==> config.mk <==
export PLATFORM = sky130hd
export DESIGN_NAME = bus_read_mux
export DESIGN_NICKNAME = d
export VERILOG_FILES = /design/src/rtl/proc_bus_pkg.sv /design/src/rtl/mem_wait_timer.sv /design/src/rtl/bus_read_mux.sv
export SDC_FILE = /design/constraint.sdc
export NUM_CORES = 1
export LEC_CHECK = 0
export ABC_AREA = 0
export CORE_ASPECT_RATIO = 0.8
export CORE_MARGIN = 1.5
export CORE_UTILIZATION = 40
export DETAILED_ROUTE_END_ITERATION = 10
export GPL_TIMING_DRIVEN = 0
export PLACE_DENSITY_LB_ADDON = 0.3
export SLEW_MARGIN = 15
export SYNTH_ARGS = -nofsm -noshare
export SYNTH_HDL_FRONTEND = slang
export SYNTH_HIERARCHICAL = 1
export SYNTH_SLANG_ARGS = --single-unit
==> constraint.sdc <==
create_clock -name clk -period 4.15 [get_ports clk]
set_input_delay 0.83 -clock clk [delete_from_list [all_inputs] [get_ports clk]]
set_output_delay 0.83 -clock clk [all_outputs]
set_load 0.02 [all_outputs]
==> src/rtl/proc_bus_pkg.sv <==
// Shared processor-bus definitions: select codes common to the read mux and write decoder.
// Also holds the read-side FSM state type and default bus widths.
package proc_bus_pkg;

    localparam int DATA_W_DEF = 16;
    localparam int ADDR_W_DEF = 12;

    localparam logic [2:0] SEL_AC = 3'b000;
    localparam logic [2:0] SEL_AR = 3'b001;
    localparam logic [2:0] SEL_DR = 3'b010;
    localparam logic [2:0] SEL_IR = 3'b011;
    localparam logic [2:0] SEL_PC = 3'b100;
    localparam logic [2:0] SEL_R  = 3'b101;
    localparam logic [2:0] SEL_TR = 3'b110;
    localparam logic [2:0] SEL_RA = 3'b111;

    typedef enum logic [1:0] {
        IDLE     = 2'd0,
        MEM_WAIT = 2'd1,
        VALID    = 2'd2
    } rd_state_e;

endpackage

==> src/rtl/mem_wait_timer.sv <==
// Memory-wait cycle counter: expired pulses during the TIMEOUT-th enabled cycle after clear.
// Saturates at TIMEOUT-1, so it never wraps; clear has priority over enable.
module mem_wait_timer #(
    parameter int TIMEOUT = 15
) (
    input  logic clk,
    input  logic rst_n,
    input  logic clear,
    input  logic enable,
    output logic expired
);

    localparam int TW = $clog2(TIMEOUT + 1);

    logic [TW-1:0] cnt_q, cnt_d;
    logic          at_limit;

    assign at_limit = (cnt_q == TW'(TIMEOUT - 1));
    assign expired  = enable && at_limit;

    always_comb begin
        cnt_d = cnt_q;
        if (clear) begin
            cnt_d = '0;
        end else if (enable && !at_limit) begin
            cnt_d = cnt_q + 1'b1;
        end
    end

    always_ff @(posedge clk or negedge rst_n) begin
        if (!rst_n) begin
            cnt_q <= '0;
        end else begin
            cnt_q <= cnt_d;
        end
    end

endmodule

==> src/rtl/bus_read_mux.sv <==
// Drives the common bus from a selected register or from memory at AR, holding the result under valid/ack.
// Register reads land one cycle after request; RA waits on mem_ready up to TIMEOUT cycles.
module bus_read_mux
    import proc_bus_pkg::*;
#(
    parameter int DATA_W  = DATA_W_DEF,
    parameter int ADDR_W  = ADDR_W_DEF,
    parameter int TIMEOUT = 15
) (
    input  logic              clk,
    input  logic              rst_n,
    input  logic              rd_req,
    input  logic [2:0]        rd_sel,
    input  logic [DATA_W-1:0] ac_in,
    input  logic [DATA_W-1:0] ar_in,
    input  logic [DATA_W-1:0] dr_in,
    input  logic [DATA_W-1:0] ir_in,
    input  logic [DATA_W-1:0] pc_in,
    input  logic [DATA_W-1:0] r_in,
    input  logic [DATA_W-1:0] tr_in,
    output logic              mem_rd,
    output logic [ADDR_W-1:0] mem_addr,
    input  logic [DATA_W-1:0] mem_rdata,
    input  logic              mem_ready,
    output logic [DATA_W-1:0] bus_out,
    output logic              bus_valid,
    input  logic              bus_ack,
    output logic              busy,
    output logic              rd_err
);

    rd_state_e         state_q, state_d;
    logic [DATA_W-1:0] bus_out_q, bus_out_d;
    logic [ADDR_W-1:0] mem_addr_q, mem_addr_d;
    logic              rd_err_q, rd_err_d;
    logic [DATA_W-1:0] reg_mux;
    logic              tmr_clr;
    logic              tmr_expired;

    mem_wait_timer #(.TIMEOUT(TIMEOUT)) u_timer (
        .clk     (clk),
        .rst_n   (rst_n),
        .clear   (tmr_clr),
        .enable  (state_q == MEM_WAIT),
        .expired (tmr_expired)
    );

    always_comb begin
        reg_mux = ac_in;
        case (rd_sel)
            SEL_AC:  reg_mux = ac_in;
            SEL_AR:  reg_mux = ar_in;
            SEL_DR:  reg_mux = dr_in;
            SEL_IR:  reg_mux = ir_in;
            SEL_PC:  reg_mux = pc_in;
            SEL_R:   reg_mux = r_in;
            SEL_TR:  reg_mux = tr_in;
            default: reg_mux = '0;
        endcase
    end

    always_comb begin
        state_d    = state_q;
        bus_out_d  = bus_out_q;
        mem_addr_d = mem_addr_q;
        rd_err_d   = rd_err_q;
        tmr_clr    = 1'b0;
        case (state_q)
            IDLE, VALID: begin
                // In VALID a new request is only taken together with the ack of the held word.
                if (state_q == IDLE || bus_ack) begin
                    rd_err_d = 1'b0;
                    if (!rd_req) begin
                        state_d = IDLE;
                    end else if (rd_sel == SEL_RA) begin
                        mem_addr_d = ar_in[ADDR_W-1:0];
                        tmr_clr    = 1'b1;
                        state_d    = MEM_WAIT;
                    end else begin
                        bus_out_d = reg_mux;
                        state_d   = VALID;
                    end
                end
            end
            MEM_WAIT: begin
                if (mem_ready) begin
                    bus_out_d = mem_rdata;
                    rd_err_d  = 1'b0;
                    state_d   = VALID;
                end else if (tmr_expired) begin
                    bus_out_d = '0;
                    rd_err_d  = 1'b1;
                    state_d   = VALID;
                end
            end
            default: state_d = IDLE;
        endcase
    end

    always_ff @(posedge clk or negedge rst_n) begin
        if (!rst_n) begin
            state_q    <= IDLE;
            bus_out_q  <= '0;
            mem_addr_q <= '0;
            rd_err_q   <= 1'b0;
        end else begin
            state_q    <= state_d;
            bus_out_q  <= bus_out_d;
            mem_addr_q <= mem_addr_d;
            rd_err_q   <= rd_err_d;
        end
    end

    assign bus_out   = bus_out_q;
    assign mem_addr  = mem_addr_q;
    assign rd_err    = rd_err_q;
    assign bus_valid = (state_q == VALID);
    assign mem_rd    = (state_q == MEM_WAIT);
    assign busy      = (state_q != IDLE);

endmodule

* Word-level counts from Yosys, hierarchy flattened
Cells that the tools add are included.
Storage, ports and cells: bits in registers 35
Operators by class: add/sub/neg operators 1, eq/ne operators 14, muxes and demuxes 23, reductions and logical operators 14
Operator list (number):
- 16-bit one-hot mux with 7 select lines | 1
- 16-bit two-way mux | 5
- 16-bit one-hot mux with 2 select lines | 1
- 3-bit equality test (second input constant) | 4
- 2-bit two-way mux | 5
- 4-bit two-way mux | 2
- 1-bit two-way mux | 7
- 3-bit by 2-bit equality test with 1-bit output (second input constant) | 2
- 2-bit inequality test (second input constant) | 3
- 2-bit nonzero test | 3
- 5-bit AND reduction | 1
- 4-bit by 1-bit adder with 4-bit output (second input constant) | 1
- 4-bit equality test (second input constant) | 1
- 2-bit one-hot mux with 2 select lines | 1
- 4-bit AND reduction | 1
- 3-bit by 1-bit equality test with 1-bit output (second input constant) | 1
- 3-bit zero test | 1
- 3-bit inequality test (second input constant) | 1
- 3-bit AND reduction | 1
- 2-bit by 1-bit equality test with 1-bit output (second input constant) | 1
- 2-bit equality test (second input constant) | 1
- 1-bit logical AND | 2
- 2-bit zero test | 1
- 1-bit one-hot mux with 2 select lines | 1
- other kinds (4) | 4

* Longest topological paths before layout
Gate-level depths: netlist (run 1).
depth after elaboration 6, mapped depth 8

* Modules after synthesis
Netlist (run 1), hierarchy kept.
By module, submodules not included:
- bus_read_mux | instances 1, cells an instance 246, area each 2414.8 um^2, seq. area each 775.7 um^2
- mem_wait_timer | instances 1, cells an instance 24, area each 254.0 um^2, seq. area each 100.1 um^2

* Least setup slack after synthesis (run 1)
OpenSTA, ideal clock, no wires.
path type input port to flip-flop, start input rd_sel[2], end register u_timer.cnt_q[1], library setup time 0.125 ns, arrival time 2.029 ns, data required time 4.025 ns, slack 1.996 ns, cell stages on the path 7, path buffers 3, cells stage by stage buf_4 > nand3_2 > and4bb_1 > buf_6 > buf_8 > and2b_1 > mux2_4
Between the ends: longest elaborated chain between the ends 6, elaborated cells on any way between the ends 7
RTL lines:
- from (decl) | RTL line bus_read_mux.sv:13 | input logic [2:0] rd_sel,
- 3-bit equality test (*) | RTL line bus_read_mux.sv:75 | end else if (rd_sel == SEL_RA) begin
- 1-bit two-way mux (*) | RTL line bus_read_mux.sv:75
- 1-bit two-way mux (*) | RTL line bus_read_mux.sv:73 | if (!rd_req) begin
- 1-bit two-way mux (*) | RTL line bus_read_mux.sv:71 | if (state_q == IDLE || bus_ack) begin
- 1-bit two-way mux (*) | RTL line bus_read_mux.sv:68 | case (state_q)
- named net tmr_clr | RTL line bus_read_mux.sv:37 | logic tmr_clr;
- 4-bit two-way mux / 2-bit nonzero test (equally long branches)
- to (signal assigned) | RTL line mem_wait_timer.sv:34 | cnt_q <= cnt_d;
- to (decl) | RTL line mem_wait_timer.sv:15 | logic [TW-1:0] cnt_q, cnt_d;
Mark *: on every way through the listed nets, which the timed path passes. The rest lies on a longest branch. A chain may end at the register's enable or synchronous reset.

* Final worst setup path (run 1)
start input rd_sel[0], end register bus_out_q[0] (netlist: bus_out[0])
Between the ends: longest elaborated chain between the ends 6, elaborated cells on any way between the ends 15
RTL lines:
- 3-bit equality test (tied with other cells) | RTL line bus_read_mux.sv:50 | case (rd_sel)
- 16-bit one-hot mux with 7 select lines | RTL line bus_read_mux.sv:50
- 16-bit two-way mux | RTL line bus_read_mux.sv:75
- 16-bit two-way mux | RTL line bus_read_mux.sv:73
- 16-bit two-way mux | RTL line bus_read_mux.sv:71
- 16-bit one-hot mux with 2 select lines | RTL line bus_read_mux.sv:68
- to (signal assigned) | RTL line bus_read_mux.sv:108 | bus_out_q <= bus_out_d;
- to (decl) | RTL line bus_read_mux.sv:33 | logic [DATA_W-1:0] bus_out_q, bus_out_d;
Several ways; a longest one is shown, not always the timed one. The select of a mux whose other input is x is not followed.

==> reports/metrics.cfg, run 1 <==
[route]
dr.pass1.iters=5
ant_nets=0
drc=0
wl_um=9770
vias=2944
wire_per_inst_um=18.5
vias_per_cell=5.57
drt-initial-drc-count=122

[cts]
cts_root_buf=clkbuf_8
cts_hold_buf=0
clkTransAtPathRegs_ps=90
clkSinkCount=35
clock_latency_ps=290
post_cts_buffers=0
ctsLongestPathBuffers=2
htreeDepth=2
cts_tree=done
cts_made_buffers=5
cts_resized=0

[critical_path]
path_max_fanout=10
required_ps=4290
worstSetupPathType=in2reg
rrSetupSlack_ps=2010
start_kind=input port
end_kind=flop
crit_arrival_ps=2960
r2r_start=u_timer/cnt_q[0]
r2r_cells=7
worstReg2RegEnd=state_q[1]

[layout]
seq_area_um2=876
final_nets=582
final_cell_mix=clkdlybuf4s50_1, dfrtp_1, mux2i_1
multi_input_area_mm2=0.00160
layout_commonest_cell=clkdlybuf4s50_1
diodes=0
drive_gt1_frac=0.103
fill_cells=477
syn2layout_area_growth_pct=70.2
stdcell_count=529

[sta]
period_needed_ps=2820
clock-skew-final_ps=12.7
finalCritPeriodShare=0.679
slew_viol_final=0
worst_pin_slew_ps=914
tns_ps=0
rsz0062_at_grt=no
max_freq_mhz=355
fin_hold_ws_ps=480
max_slew_margin=0.375
hold_viol_final=0
finalWorstSetupSlack_ps=1330
final-setup-viol-count=0

[grt]
grt_usage=0.270
first_global_vias=2991
grt_max_degree=20
grt_pass1_wl_um=15000
antenna_found_initial=0
overflow=0

[yosys]
ys_types=44
syn_area_mm2=0.00267
ys_ff_latch=35
syn_nets=408
yosys_warnings=6
avgSynthCellArea_um2=9.88
synthCells=270
async_flop_share=1.00
synth-edff-count=0
synth-seq-area-share=0.328
synthFlopType=dfrtp_1

[placement]
post-place-ws_ps=1130
place_congestion=0.829
dpl.cell_count=521
hpwl_um=7740
port_buffers=166

[floorplanning]
core_area_mm2=0.00641
die_x_um=94.3
initial_core_util=0.416
die_area_mm2=0.00717
rows=26
boundaryPins=168
chipHeight_um=76.1

[power_and_ir_drop]
p_total_uw=1400
p_sw_frac=0.346
p_sw_uw=483
combPwrFrac=0.472
ir_drop_mv=0.186
power.density_mw_per_mm2=308
power.leakage_uw=0.00181
p_seq_frac=0.345
clkPwrFrac=0.183
p_int_uw=916

[outcome]
status=finished, final reports clean

[job]
cap_viol_max_count=0

[hold_path]
hold_class=in2async

==> cell families after synthesis <==
logic type               count (synthesis)  share of synthesized area
AO/OA/AOI/OAI                           90                      0.231
adder cells (fa/ha/maj)                  2                    0.00937
buffers and inverters                   33                     0.0708
flip-flops                              35                      0.328
multiplexers                            47                      0.197
AND/OR/NAND/NOR                         63                      0.164
==> state kept, by name, summed over array words and instances (netlist names) <==
register,cells
u_timer/cnt_q,4
rd_err,1
state_q,2
mem_addr,12
bus_out,16
==> power groups by stage <==
stage                     combinational, uW  clock (uW)  sequential (uW)
after global routing                    703         276              495
after detailed placement                657           0              489
after global placement                  646           0              483
after floorplan                         231           0              567
after CTS                               660         262              483
final                                   661         255              483
==> cell type report <==
cell class              count  share of cell area
plain buffers              26              0.0358
multi-input cells         202               0.353
clock inverters             2             0.00275
flip-flops and latches     35               0.193
clock buffers               6              0.0160
well taps                  84              0.0231
inverters                   7             0.00578
repair buffers            167               0.371
==> per-layer routing <==
metal / GRT usage / vias to the layer above / routed length [um]
met5: 0 / - / 0
met4: 0.0463 / 0 / 122
met3: 0.0629 / 12 / 817
met2: 0.450 / 148 / 4680
met1: 0.359 / 1397 / 4150
li1: - / 1387 / -
==> stage by stage <==
stage / util / area (um^2)
CTS: 0.709 / 4540
floorplan: - / 2670
global placement: 0.692 / 4440
finish: 0.709 / 4540
detailed placement: 0.696 / 4460
global route: 0.709 / 4540
==> worst max-delay path, stage by stage <==
cell and delay (ps):
clkdlybuf4s50_1 610, buf_2 280, buf_2 270, a211oi_1 120
a2111oi_0 740, o21ai_1 100
==> worst max-delay path by stage <==
| stage | from | endpoint | slack, ps | cells after the start |
|---|---|---|---|---|
| 2_1_floorplan | rd_sel[2] | u_timer/cnt_q[1] | 2000 | 7 |
| 4_1_cts | rd_sel[0] | bus_out[0] | 1440 | 6 |
| 3_5_place_dp | rd_sel[0] | bus_out[0] | 1130 | 6 |
| 6_report | rd_sel[0] | bus_out[0] | 1330 | 6 |
| 3_3_place_gp | rd_sel[0] | bus_out[0] | 1160 | 6 |
| 5_1_grt | rd_sel[0] | bus_out[0] | 1250 | 6 |
==> synthesized netlist by cell type, types with 3 or more instances <==
cell | number | area, um^2
mux2i_1 | 32 | 320
o21ai_0 | 8 | 40.0
o21ai_1 | 18 | 90.1
a2111oi_0 | 7 | 61.3
buf_2 | 10 | 50.1
nor3b_1 | 7 | 52.6
mux2_4 | 10 | 150
clkbuf_1 | 7 | 26.3
a211oi_1 | 9 | 67.6
o211ai_1 | 8 | 60.1
nand4b_1 | 16 | 140
buf_6 | 3 | 33.8
mux2_1 | 5 | 56.3
buf_4 | 5 | 37.5
inv_1 | 6 | 22.5
nor2_1 | 11 | 41.3
dfrtp_1 | 35 | 876
a22oi_1 | 16 | 120
nor3_1 | 4 | 20.0
nand3b_1 | 8 | 60.1
a21oi_1 | 17 | 85.1
Power figures use the tool's default switching activity.
==> run 2: changes to the inputs <==
Settings changed: CORE_UTILIZATION 40 to 34.
Clock period 4.15 ns to 2.3 ns, I/O delays scaled along.
==> reports/metrics.cfg, run 2 (synthesis results as in run 1) <==
[outcome]
status=finished, final reports clean

[grt]
overflow=0  ; unchanged
grt_pass1_wl_um=15300  ; +1.8%
antenna_found_initial=0  ; unchanged
first_global_vias=2879  ; -3.7%
grt_usage=0.243  ; -0.0276
grt_max_degree=19  ; -5.0%

[route]
wl_met3_um=852  ; +4.3%
vias_per_cell=5.23  ; -6.1%
drt-initial-drc-count=115  ; -5.7%
met1Wirelength_um=4310  ; +3.6%
ant_nets=0  ; unchanged
vias=2874  ; -2.4%
routed.top_layer=met4
dr.pass1.iters=4  ; -1
wl_um=10100  ; +3.1%
wl_met2_um=4840  ; +3.6%
wire_per_inst_um=18.3  ; -0.81%
drc=0  ; unchanged

[cts]
clkSinkCount=35  ; unchanged
cts_made_buffers=5  ; unchanged
clock_latency_ps=290  ; about the same
ctsLongestPathBuffers=2  ; unchanged
cts_tree=done
htreeDepth=2  ; unchanged
cts_hold_buf=0  ; unchanged
cts_root_buf=clkbuf_8
post_cts_buffers=0  ; unchanged
clkTransAtPathRegs_ps=80  ; about the same

[floorplanning]
initial_core_util=0.356  ; -0.0605
boundaryPins=168  ; unchanged
chipHeight_um=82.2  ; +8.1%
die_x_um=102  ; +8.2%
core_area_mm2=0.00750  ; +17%
rows=28  ; +7.7%
die_area_mm2=0.00839  ; +17%

[layout]
syn2layout_area_growth_pct=71.5
final_cell_mix=clkdlybuf4s50_1, dfrtp_1, mux2i_1
layout_commonest_cell=clkdlybuf4s50_1
largest_reg_flops=16  ; unchanged
final_nets=582  ; unchanged
diodes=0  ; unchanged
drive_gt1_frac=0.103  ; unchanged

[sta]
hold_viol_final=0  ; unchanged
final-setup-viol-count=0  ; unchanged
rsz0062_at_grt=no
fin_hold_ws_ps=130  ; -350 ps
finalCritPeriodShare=0.984
period_needed_ps=2260
worst_pin_slew_ps=614  ; -300 ps
max_slew_margin=0.580  ; +0.205
clock-skew-final_ps=8.85  ; -3.84 ps
slew_viol_final=0  ; unchanged
tns_ps=0  ; unchanged
max_freq_mhz=442

[placement]
port_buffers=166  ; unchanged
hpwl_um=8130  ; +5.1%
place_congestion=0.826  ; -0.34%

[hold_path]
hold_class=in2async

[critical_path]
start_kind=input port
end_kind=flop
r2r_cells=7  ; unchanged
path_max_fanout=15  ; +5
crit_arrival_ps=2440  ; -520 ps
worstSetupPathType=in2reg
required_ps=2480  ; -1810 ps

[power_and_ir_drop]
ir_drop_mv=0.283  ; +52%
power.density_mw_per_mm2=550  ; +79%
power.leakage_uw=0.00181  ; about the same

[job]
cap_viol_max_count=0  ; unchanged

## run 2: path summary, 6_finish.rpt
| check | startpoint | endpoint | slack (ps) |
|---|---|---|---|
| max reg2reg | u_timer/cnt_q[0] | state_q[1] | 170 |
| min | rst_n | u_timer/cnt_q[2] | 130 |
| min in group clk | mem_addr[3] | mem_addr[3] | 490 |
| min reg2reg | mem_addr[3] | mem_addr[3] | 490 |
| max in group asynchronous | rst_n | mem_addr[5] | 1700 |
| max | rd_sel[0] | u_timer/cnt_q[1] | 40 |
## run 2: final cells by class
cell class | count | area [um^2]
Fill cell | 691 | 2920
Timing Repair Buffer | 167 | 1680
Multi-Input combinational cell | 202 | 1610
Sequential cell | 35 | 876
Buffer | 26 | 163
Tap cell | 105 | 131
Clock buffer | 6 | 72.6
Inverter | 7 | 26.3
Clock inverter | 2 | 12.5
## run 2: critical path, cell delays in order
cell             delay, ps
clkdlybuf4s50_1        610
nand3_2                200
and4bb_1               370
buf_6                  150
buf_8                  190
and2b_1                190
mux2_4                 260
## run 2: power by group
group          switching [uW]  total (uW)  internal, uW
Sequential                105         872           767
Clock                     240         452           212
Combinational             519        1190           676
Total                     864        2520          1650
## run 2: through the flow
step | util | total power, uW | area [um^2] | cells | worst slack (ps)
after CTS | 0.610 | 2540 | 4570 | 550 | 56.9
final | 0.611 | 2520 | 4580 | 550 | 37.4
after global routing | 0.611 | 2660 | 4580 | 550 | 7.73
after floorplan | - | 1440 | 2670 | 270 | 406
after global placement | 0.595 | 2040 | 4460 | 541 | -202
after detailed placement | 0.598 | 2080 | 4480 | 542 | -248
## run 2: metal layers
metal,vias to the layer above,GRT usage
met5,-,0
met4,0,0.0356
met3,6,0.0699
met2,126,0.393
met1,1352,0.329
li1,1390,-
## run 2: what timing repair did
action,in CTS,in global routing
resized for setup,1,3
endpoints found under the setup margin,1,3
gates cloned,0,0
==> run 3: changes to the inputs <==
Settings changed: ABC_AREA 0 to not set, CORE_MARGIN 1.5 to 2, SKIP_LAST_GASP set to 1.
==> reports/metrics.cfg, run 3 (synthesis results as in run 1) <==
[outcome]
status=finished, final reports clean

[floorplanning]
die_area_mm2=0.00858  ; +2.2%
die_x_um=103  ; +0.98%
rows=28  ; unchanged
chipHeight_um=83.2  ; +1.2%
boundaryPins=168  ; unchanged
initial_core_util=0.356  ; unchanged
core_area_mm2=0.00750  ; unchanged

[route]
wl_um=10300  ; +2.1%
vias=2928  ; +1.9%
ant_nets=0  ; unchanged
drt-initial-drc-count=123  ; +7.0%
vias_per_cell=5.32  ; +1.9%
dr.pass1.iters=4  ; unchanged
wire_per_inst_um=18.7  ; +2.1%
drc=0  ; unchanged

[cts]
ctsLongestPathBuffers=2  ; unchanged
cts_tree=done
clock_latency_ps=290  ; about the same
clkTransAtPathRegs_ps=80  ; about the same
cts_made_buffers=5  ; unchanged
htreeDepth=2  ; unchanged
clkSinkCount=35  ; unchanged
cts_root_buf=clkbuf_8
post_cts_buffers=0  ; unchanged

[placement]
place_congestion=0.849  ; +2.7%
port_buffers=166  ; unchanged
hpwl_um=8260  ; +1.5%
post-place-ws_ps=-246  ; +2.12 ps
postPlaceCellArea_mm2=0.00448  ; unchanged

[grt]
antenna_found_initial=0  ; unchanged
grt_usage=0.235  ; -0.00781
grt_max_degree=19  ; unchanged
first_global_vias=2969  ; +3.1%
overflow=0  ; unchanged
grt_pass1_wl_um=15500  ; +1.1%

[critical_path]
start_kind=input port
path_buf_inv=3  ; unchanged
end_kind=flop
required_ps=2460  ; -20 ps
r2r_cells=7  ; unchanged
path_max_fanout=10  ; -5
max_stage_delay_ps=610  ; about the same
crit_chain=clkdlybuf4s50_1, buf_2, buf_2, a211oi_1, a2111oi_0, o21ai_1
path_common_cell=buf_2
crit_slowest_cell=clkdlybuf4s50_1
crit_arrival_ps=2390  ; -50 ps
path_depth=6  ; -1
worstSetupPathType=in2reg
critical_path.top_delay_family=buffers and inverters

[power_and_ir_drop]
ir_drop_mv=0.262  ; -7.7%
power.density_mw_per_mm2=557  ; +1.2%
power.leakage_uw=0.00181  ; about the same
p_total_uw=2550  ; +1.2%

[sta]
max_slew_margin=0.540  ; -0.0400
tns_ps=0  ; unchanged
clock-skew-final_ps=5.69  ; -3.16 ps
period_needed_ps=2220  ; -40.0 ps
finalWorstSetupSlack_ps=77.4  ; +40.0 ps
worst_pin_slew_ps=672  ; +58.5 ps
hold_viol_final=0  ; unchanged
max_freq_mhz=450  ; +1.8%
finalCritPeriodShare=0.966  ; -0.0174
rsz0062_at_grt=no
slew_viol_final=0  ; unchanged
final-setup-viol-count=0  ; unchanged

[layout]
multi_input_area_mm2=0.00161  ; about the same
post-route-cell-area_mm2=0.00458  ; about the same
diodes=0  ; unchanged
drive_gt1_frac=0.103  ; unchanged
layout_commonest_cell=clkdlybuf4s50_1
fill_cells=680  ; -1.6%
seq_area_um2=876  ; unchanged
final_nets=582  ; unchanged
final_cell_mix=clkdlybuf4s50_1, dfrtp_1, mux2i_1
syn2layout_area_growth_pct=71.5  ; about the same
largest_reg_flops=16  ; unchanged

[hold_path]
hold_class=in2async

[job]
cap_viol_max_count=0  ; unchanged

-- run 3: power breakdown --
part           leakage [uW]  total, uW  internal (uW)  switching [uW]
logic               0.00133       1190            675             520
clock network     0.0000412        476            212             263
registers          0.000439        877            766             111
-- run 3: metrics by stage --
stage	util	cells	hold WS (ps)
after global routing	0.610	550	134
after CTS	0.609	550	123
after floorplan	-	270	164
final	0.610	550	114
after global placement	0.595	541	470
after detailed placement	0.598	542	444
-- run 3: per-layer routing --
layer	vias up	part of all wire	track usage
li1	1381	-	-
met1	1407	0.44	0.324
met2	127	0.47	0.367
met3	13	0.076	0.0572
met4	0	0.012	0.0562
met5	-	0	0
-- run 3: repair_timing --
| action | CTS | global route |
|---|---|---|
| hold endpoints to repair | 0 | 0 |
| hold buffers | 0 | 0 |
| endpoints found under the setup margin | 0 | 3 |
| resized for setup | 0 | 3 |
-- run 3: area by class of cell --
class / instances / share of cell area
Inverter: 7 / 0.00574
Tap cell: 105 / 0.0287
Sequential cell: 35 / 0.191
Buffer: 26 / 0.0355
Multi-Input combinational cell: 202 / 0.352
Clock inverter: 2 / 0.00273
Clock buffer: 6 / 0.0159
Timing Repair Buffer: 167 / 0.368
-- run 3: final timing paths --
path,start,endpoint,slack [ps]
setup reg to reg,u_timer/cnt_q[0],state_q[1],190
min in group clk,mem_addr[0],mem_addr[0],500
max in group asynchronous,rst_n,u_timer/cnt_q[2],1730
hold reg to reg,mem_addr[0],mem_addr[0],500
setup / recovery,rd_sel[0],bus_out[0],80
hold / removal,rst_n,rd_err,110
